<file path="config.mk">
export PLATFORM = sky130hd
export DESIGN_NAME = dram_init_sequencer
export DESIGN_NICKNAME = d
export VERILOG_FILES = /design/src/rtl/dram_init_sequencer.sv
export SDC_FILE = /design/constraint.sdc
export NUM_CORES = 1
export LEC_CHECK = 0
export ABC_AREA = 1
export CORE_ASPECT_RATIO = 1.5
export CORE_MARGIN = 2
export CORE_UTILIZATION = 55
export DETAILED_ROUTE_END_ITERATION = 12
export PLACE_DENSITY_LB_ADDON = 0.1
export SYNTH_ARGS = -nofsm -noshare
export SYNTH_HDL_FRONTEND = slang
export SYNTH_SLANG_ARGS = --single-unit
</file>
<file path="constraint.sdc">
create_clock -name clk -period 1.75 [get_ports clk]
set_input_delay 0.35 -clock clk [delete_from_list [all_inputs] [get_ports clk]]
set_output_delay 0.35 -clock clk [all_outputs]
set_load 0.05 [all_outputs]
</file>
<file path="src/rtl/dram_init_sequencer.sv">
// LPDDR4 bring-up sequencer: debounced start button, PHY reset pulse, per-channel DFI init
// handshake with timeout and bounded retries, plus busy/done/fail status LEDs.

module dram_init_ch (
    input  logic clk,
    input  logic rst,
    input  logic init_complete,
    input  logic clr,
    input  logic wait_en,
    output logic comp_s,
    output logic done_q
);
    logic comp_m;

    always_ff @(posedge clk) begin
        if (rst) begin
            comp_m <= 1'b0;
            comp_s <= 1'b0;
            done_q <= 1'b0;
        end else begin
            comp_m <= init_complete;
            comp_s <= comp_m;
            // once a channel reports complete, its init_start stays low for the attempt
            if (clr)
                done_q <= 1'b0;
            else if (wait_en && comp_s)
                done_q <= 1'b1;
        end
    end
endmodule

module dram_init_sequencer #(
    parameter int NUM_CH       = 1,
    parameter int DEBOUNCE_CYC = 1000000,
    parameter int PHY_RST_CYC  = 256,
    parameter int TIMEOUT_CYC  = 50000000,
    parameter int MAX_RETRY    = 3,
    parameter int AUTO_START   = 0,
    parameter int HB_DIV       = 24,
    localparam int RW   = (MAX_RETRY < 1) ? 1 : $clog2(MAX_RETRY + 1)
) (
    input  logic              clk,
    input  logic              rst,
    input  logic              btn_start_n,
    output logic              phy_rst,
    output logic [NUM_CH-1:0] init_start,
    input  logic [NUM_CH-1:0] init_complete,
    output logic              led_busy,
    output logic              led_done,
    output logic              led_fail,
    output logic [RW-1:0]     retry_cnt
);
    localparam int CMAX = (TIMEOUT_CYC > PHY_RST_CYC) ? TIMEOUT_CYC : PHY_RST_CYC;
    localparam int CW   = $clog2(CMAX + 1);
    localparam int DW   = $clog2(DEBOUNCE_CYC + 1);

    typedef enum logic [2:0] {
        S_IDLE, S_PHYRST, S_START, S_WAIT, S_DONE, S_FAIL
    } state_t;

    state_t            state_q, state_d;
    logic [CW-1:0]     cnt_q, cnt_d;
    logic [RW-1:0]     retry_q, retry_d;
    logic              auto_pend;
    logic [HB_DIV:0]   hb_cnt;

    logic              btn_s1, btn_s2, btn_deb, press_evt;
    logic [DW-1:0]     deb_cnt;

    logic [NUM_CH-1:0] comp_s, done_q;
    logic              all_done;

    // debounce: level follows the synchronised button only after DEBOUNCE_CYC differing samples
    always_ff @(posedge clk) begin
        if (rst) begin
            btn_s1    <= 1'b1;
            btn_s2    <= 1'b1;
            btn_deb   <= 1'b1;
            deb_cnt   <= '0;
            press_evt <= 1'b0;
        end else begin
            btn_s1    <= btn_start_n;
            btn_s2    <= btn_s1;
            press_evt <= 1'b0;
            if (btn_s2 == btn_deb) begin
                deb_cnt <= '0;
            end else if (deb_cnt == DW'(DEBOUNCE_CYC - 1)) begin
                btn_deb   <= btn_s2;
                deb_cnt   <= '0;
                press_evt <= btn_deb;
            end else begin
                deb_cnt <= deb_cnt + 1'b1;
            end
        end
    end

    for (genvar i = 0; i < NUM_CH; i++) begin : g_ch
        dram_init_ch u_ch (
            .clk           (clk),
            .rst           (rst),
            .init_complete (init_complete[i]),
            .clr           (state_q == S_START),
            .wait_en       (state_q == S_WAIT),
            .comp_s        (comp_s[i]),
            .done_q        (done_q[i])
        );
    end

    assign all_done = &(done_q | comp_s);

    always_ff @(posedge clk) begin
        if (rst) begin
            state_q   <= S_IDLE;
            cnt_q     <= '0;
            retry_q   <= '0;
            auto_pend <= (AUTO_START != 0);
            hb_cnt    <= '0;
        end else begin
            state_q   <= state_d;
            cnt_q     <= cnt_d;
            retry_q   <= retry_d;
            auto_pend <= 1'b0;
            hb_cnt    <= hb_cnt + 1'b1;
        end
    end

    always_comb begin
        state_d = state_q;
        cnt_d   = cnt_q;
        retry_d = retry_q;
        case (state_q)
            S_IDLE: begin
                if (press_evt || auto_pend) begin
                    state_d = S_PHYRST;
                    cnt_d   = '0;
                end
            end
            S_PHYRST: begin
                if (cnt_q == CW'(PHY_RST_CYC - 1)) begin
                    state_d = S_START;
                    cnt_d   = '0;
                end else begin
                    cnt_d = cnt_q + 1'b1;
                end
            end
            S_START: begin
                state_d = S_WAIT;
                cnt_d   = '0;
            end
            S_WAIT: begin
                // completion is checked first so it wins over a coincident timeout
                if (all_done) begin
                    state_d = S_DONE;
                end else if (cnt_q == CW'(TIMEOUT_CYC - 1)) begin
                    if (retry_q == RW'(MAX_RETRY)) begin
                        state_d = S_FAIL;
                    end else begin
                        retry_d = retry_q + 1'b1;
                        state_d = S_PHYRST;
                        cnt_d   = '0;
                    end
                end else begin
                    cnt_d = cnt_q + 1'b1;
                end
            end
            S_DONE: begin
                if (!(&comp_s) || press_evt) begin
                    state_d = S_PHYRST;
                    cnt_d   = '0;
                    retry_d = '0;
                end
            end
            S_FAIL: begin
                if (press_evt) begin
                    state_d = S_PHYRST;
                    cnt_d   = '0;
                    retry_d = '0;
                end
            end
            default: state_d = S_IDLE;
        endcase
    end

    always_comb begin
        for (int i = 0; i < NUM_CH; i++)
            init_start[i] = (state_q == S_WAIT) && !done_q[i];
    end

    assign phy_rst   = (state_q == S_PHYRST);
    assign led_busy  = hb_cnt[HB_DIV] &&
                       (state_q == S_PHYRST || state_q == S_START || state_q == S_WAIT);
    assign led_done  = (state_q == S_DONE);
    assign led_fail  = (state_q == S_FAIL);
    assign retry_cnt = retry_q;
endmodule

</file>
After elaboration in Yosys (flattened, before gate mapping)
Index checks and enable logic that the tools add are counted.
Word-level totals
  output and inout bits: 7
  word-level logic and storage cells: 77
  register bits after elaboration: 83
  input port bits: 4
Cells by class
  reductions and logical operators: 19
  multiplexer cells: 20
  bitwise logic cells: 3
  $add $sub $neg: 4
  equal/unequal tests: 19
Operators with widths (number)
  26-bit 2-to-1 mux: 6
  26-bit case mux with 5 select lines: 1
  26-bit by 1-bit adder with 26-bit output, second input constant: 1
  26-bit == test, second input constant: 1
  26-bit by 8-bit == test with 1-bit output, second input constant: 1
  25-bit by 1-bit adder with 25-bit output, second input constant: 1
  20-bit by 1-bit adder with 20-bit output, second input constant: 1
  20-bit == test, second input constant: 1
  3-bit 2-to-1 mux: 6
  3-bit case mux with 5 select lines: 1
  2-bit 2-to-1 mux: 5
  2-bit by 1-bit != test with 1-bit output, second input constant: 4
  3-bit by 2-bit == test with 1-bit output, second input constant: 2
  3-bit == test, second input constant: 2
  2-bit != test, second input constant: 3
  3-bit != test, second input constant: 2
  2-bit case mux with 3 select lines: 1
  6-bit AND reduction: 1
  6-bit nonzero test: 1
  3-bit OR reduction: 2
  5-bit AND reduction: 1
  4-bit AND reduction: 1
  2-bit OR reduction: 2
  3-bit by 1-bit == test with 1-bit output, second input constant: 1
  11 further kinds: 17

Logic depth before layout (Yosys ltp)
  word-level depth: 5
  depth in mapped cells: 13
  mapped depth without buffers: 12

By module
From an unflattened synthesis, not the netlist that was laid out.
Unflattened totals
  cell total of the unflattened synthesis: 752
  area total of the unflattened synthesis: 4815.9 um^2
By module, submodules not included
  dram_init_sequencer: times used 1, cells each 739, sequential area each 1601.5 um^2, area an instance 4718.3 um^2
  dram_init_ch: times used 1, cells each 13, sequential area each 60.1 um^2, area an instance 97.6 um^2

Worst setup path after synthesis
OpenSTA, ideal clock, no wires.
  path kind: register -> output
  start point: reg state_q[0]
  end point: out led_busy
  path buffers: 1
  cell stages (with the launch flop): 4
  data arrival time: 1.599 ns
  data required time: 1.400 ns
  setup slack: -0.199 ns
  cells stage by stage: dfxtp_1 buf_2 nor2_1 nor3_1
Between the ends
  longest elaborated chain between the ends: 4
  elaborated cells between the ends (all ways): 6
  those cells by class: 3 x eq/ne; 3 x reduce/logical
RTL lines
  from (decl): RTL line 61  | state_t state_q, state_d;
  from (signal assigned): RTL line 119  | state_q <= state_d;
  3-bit by 1-bit == test with 1-bit output or 3-bit by 2-bit == test with 1-bit output (tied branches): RTL line 191  | (state_q == S_PHYRST || state_q == S_START || state_q == S_WAIT);
  1-bit logical OR: RTL line 191
  1-bit logical OR *: RTL line 191
  1-bit logical AND *: RTL line 190  | assign led_busy = hb_cnt[HB_DIV] &&
  to (decl): RTL line 48  | output logic led_busy,
Mark *: on every way between the ends. The rest lies on a longest branch, timed or not.

Worst setup path after layout
  start point: reg cnt_q[22]
  end point: reg cnt_q[4]
Between the ends
  longest elaborated chain between the ends: 4
  elaborated cells between the ends (all ways): 8
  those cells by class: 3 x eq/ne; 4 x mux; 1 x reduce/logical
RTL lines
  from (decl): RTL line 62  | logic [CW-1:0] cnt_q, cnt_d;
  from (signal assigned): RTL line 120  | cnt_q <= cnt_d;
  26-bit == test: RTL line 154  | end else if (cnt_q == CW'(TIMEOUT_CYC - 1)) begin
  26-bit 2-to-1 mux: RTL line 154
  26-bit 2-to-1 mux: RTL line 152  | if (all_done) begin
  26-bit case mux with 5 select lines: RTL line 131  | case (state_q)
Several ways; a longest one is shown, not always the timed one. The select of a mux whose other input is x is not followed.
A chain may end at the register's enable or synchronous reset.

==> insert_results.sql <==
INSERT INTO impl_metrics (metric_group, metric, value, unit) VALUES
('status', 'run_status', 'complete, but fails checks', ''),
('status', 'violations_in_the_final_reports', 'negative setup slack', ''),
('power', 'switchingPower', '803', 'uW'),
('timing', 'finalHoldViolCount', '0', ''),
('timing', 'final.setup.worst_slack', '-0.412', 'ps'),
('timing', 'setup_viol_count_final', '1', ''),
('critical_path', 'reg2reg_setup_slack', '-0.4', 'ps'),
('critical_path', 'r2r-end', 'cnt_q[4]', ''),
('critical_path', 'slowest_stage', 'dfxtp_1', ''),
('grt', 'groute.usage.overall', '25.5', '%'),
('synth', 'synth-async-reset-ratio', '0', '%'),
('critical_path', 'critical_path.endpoint_type', 'register', ''),
('timing', 'achievable-frequency', '571', 'MHz'),
('cells_and_area', 'layout.area.seq', '0.00170', 'sq mm'),
('timing', 'fin_worst_hold_slack', '407', 'ps'),
('clock_network', 'cts_buffer_depth', '2', ''),
('synth', 'syn-cell-area', '0.00447', 'sq mm'),
('floorplan', 'design.core.area', '0.00796', 'sq mm'),
('routing', 'post_drt_wl_per_cell', '13.0', 'microns'),
('critical_path', 'crit_path_cell_trace', 'buf_4 > nor2_2 > nand3_1 > nor2_2 > nand3_2 > nand2_2 > nand2_4 > nor2_4 > nor2_4 > nand2_1 > nor2_1', ''),
('grt', 'globalRouteMet1Util', '27.5', '%'),
('placement', 'dp.final_hpwl', '7840', 'microns'),
('cells_and_area', 'multi_input_comb_area', '0.00260', 'sq mm'),
('critical_path', 'r2r_cells', '11', ''),
('grt', 'grt_busiest_layer', 'met2', ''),
('timing', 'final_period_minus_worst_setup_slack', '1750', 'ps'),
('placement', 'routabilityCongestion', '0.884', ''),
('routing', 'viasPerCell', '5.38', ''),
('floorplan', 'io_pins', '11', ''),
('critical_path', 'class_of_the_most_critical_setup_path', 'reg -> reg', ''),
('grt', 'grt_overflow', '0', ''),
('cells_and_area', 'finalNetCount', '761', ''),
('critical_path', 'cp-endpoint', 'cnt_q[4]', ''),
('timing', 'tightest_slew', '370', 'ps'),
('power', 'comb_power_share', '2.1', '%'),
('power', 'static-leakage-power', '2.22', 'nW'),
('cells_and_area', 'number_of_filler_instances_in_the_final_layout', '644', ''),
('clock_network', 'worst_skew_pair.late_latency', '340', 'ps'),
('floorplan', 'rows', '40', ''),
('synth', 'synth_seq_cells', '83', ''),
('timing', 'setup_total_negative_slack', '-0.412', 'ps'),
('timing', 'timing.final.crit_share', '100', '%'),
('cells_and_area', 'leading_cell_types_in_the_layout_fill_and_taps_excluded', 'nand2_1 (148), nor2_1 (97), inv_1 (85), dfxtp_1 (60), buf_4 (55)', ''),
('synth', 'ys_dominant_reg_cell', 'dfxtp_1', ''),
('routing', 'drt_pre_antenna_iters', '5', ''),
('cells_and_area', 'number_of_diodes', '0', ''),
('power', 'peakVddDrop', '0.667', 'mV'),
('grt', 'grt_use_met3', '5.21', '%'),
('routing', 'ant_nets', '0', ''),
('clock_network', 'ctsHoldBuffers', '0', ''),
('power', 'intPower', '3.06', 'mW'),
('clock_network', 'deepest_level_of_the_cts_h_tree', '3', ''),
('synth', 'synth_top_family_by_area', 'simple AND/OR/NAND/NOR gates', ''),
('floorplan', 'floorplan.die.height', '114', 'microns'),
('power', 'power_frac_seq', '49.2', '%'),
('critical_path', 'crit_path_start', 'cnt_q[22]', ''),
('clock_network', 'clk_pin_slew', '60', 'ps'),
('power', 'p_sw_share', '20.8', '%'),
('synth', 'synth_sequential_area_ratio', '37.2', '%'),
('routing', 'detail_route.drc_violations', '0', ''),
('clock_network', 'root_buffer', 'clkbuf_16', ''),
('floorplan', 'dieArea', '0.00887', 'sq mm'),
('routing', 'route.final.wire_length', '11200', 'microns'),
('synth', 'synth_cells', '685', ''),
('critical_path', 'arrival', '1980', 'ps'),
('min_path', 'path_type_of_the_worst_min_delay_path', 'reg -> reg', ''),
('synth', 'syn_nets', '693', ''),
('critical_path', 'path_max_fanout', '7', ''),
('power', 'clock_power_share', '48.8', '%'),
('critical_path', 'reg2reg_from', 'cnt_q[22]', ''),
('critical_path', 'startpoint_type', 'register', '');
-- metrics by stage --
stage               utilization (%)  power [mW]  cells  cell area [sq um]
floorplan                         -        2.00    685               4480
global route                   71.3        4.00    863               5670
detailed placement             63.6        2.02    837               5060
CTS                            67.6        3.91    853               5380
global placement               63.6        2.02    837               5060
finish                         71.3        3.86    863               5670
-- repair_timing --
| item | 4_1_cts | 5_1_grt |
|---|---|---|
| gates cloned | 0 | 1 |
| pin swaps | 0 | 22 |
| setup buffers | 0 | 9 |
| setup endpoints to repair | 26 | 62 |
| endpoints found under the hold margin | 0 | 0 |
| gates resized for setup | 9 | 85 |
-- cell usage after synthesis, types with 2 or more instances --
library cell  number  area (sq um)
nor3b_1            7          52.6
nor3_1            37           185
o211ai_1           2          15.0
nand4_1           19           119
buf_4              2          15.0
o21bai_1           2          15.0
or2_2              5          31.3
a21oi_1           32           160
nand2_1          162           608
nor4_1             4          25.0
dfxtp_1           83          1660
o21ai_0           19          95.1
ha_1               4          50.1
inv_1             91           342
a31oi_1            5          31.3
nor2_2             5          31.3
clkbuf_1           3          11.3
buf_2              4          20.0
nor2_1           117           439
nand2_2            6          37.5
xor2_1             6          52.6
nor2_4             4          45.0
nand3_1           46           230
a211oi_1           3          22.5
xnor2_1            2          17.5
inv_2              3          11.3
-- kinds of logic (layout without fill, tap and decap cells) --
| logic type | after synthesis | count (layout) |
|---|---|---|
| XOR/XNOR | 8 | 8 |
| AO/OA/AOI/OAI | 68 | 68 |
| buffers and inverters | 104 | 176 |
| adder cells (fa/ha/maj) | 4 | 4 |
| AND/OR/NAND/NOR | 418 | 419 |
| flip-flops | 83 | 83 |
-- routing by layer --
metal	up-vias	wire length, microns
met4	0	367
met1	2132	4380
met5	-	0
met3	35	435
li1	2348	-
met2	124	6020
-- worst min path at each step --
| stage | to | slack (ps) | depth (start not counted) |
|---|---|---|---|
| floorplan | g_ch[0].u_ch.comp_s | 390 | 2 |
| global placement | btn_s2 | 400 | 1 |
| detailed placement | btn_s2 | 390 | 1 |
| CTS | btn_s2 | 410 | 1 |
| global route | g_ch[0].u_ch.comp_s | 430 | 2 |
| finish | btn_s2 | 410 | 1 |
-- worst max-delay path: cells and delay by family, from the launching register on --
kind	cells	cell delay, ps
simple gates	10	1200
buf+inv	1	140
flops	1	320
-- sequential cells by signal, summed over array words and instances, names as in the netlist --
name,cells
g_ch.u_ch.comp_s,1
btn_s1,1
g_ch.u_ch.done_q,1
hb_cnt,25
g_ch.u_ch.comp_m,1
state_q,3
cnt_q,26
btn_deb,1
btn_s2,1
retry_cnt,2
deb_cnt,20
press_evt,1
-- power groups by stage --
| stage | combinational (mW) | sequential [mW] | clock, mW |
|---|---|---|---|
| after floorplan | 0.0486 | 1.95 | 0 |
| after global placement | 0.0728 | 1.95 | 0 |
| after detailed placement | 0.0744 | 1.95 | 0 |
| after CTS | 0.0748 | 1.91 | 1.93 |
| after global routing | 0.0896 | 1.90 | 2.01 |
| final | 0.0799 | 1.90 | 1.88 |
-- layout make-up --
cell class,count,share of cell area (%)
Sequential cell,83,30.0
Clock inverter,5,0.926
Timing Repair Buffer,66,10.3
Inverter,94,6.31
Clock buffer,11,4.28
Multi-Input combinational cell,499,45.9
Tap cell,105,2.32
No activity file was read; power rests on OpenSTA's default activity.
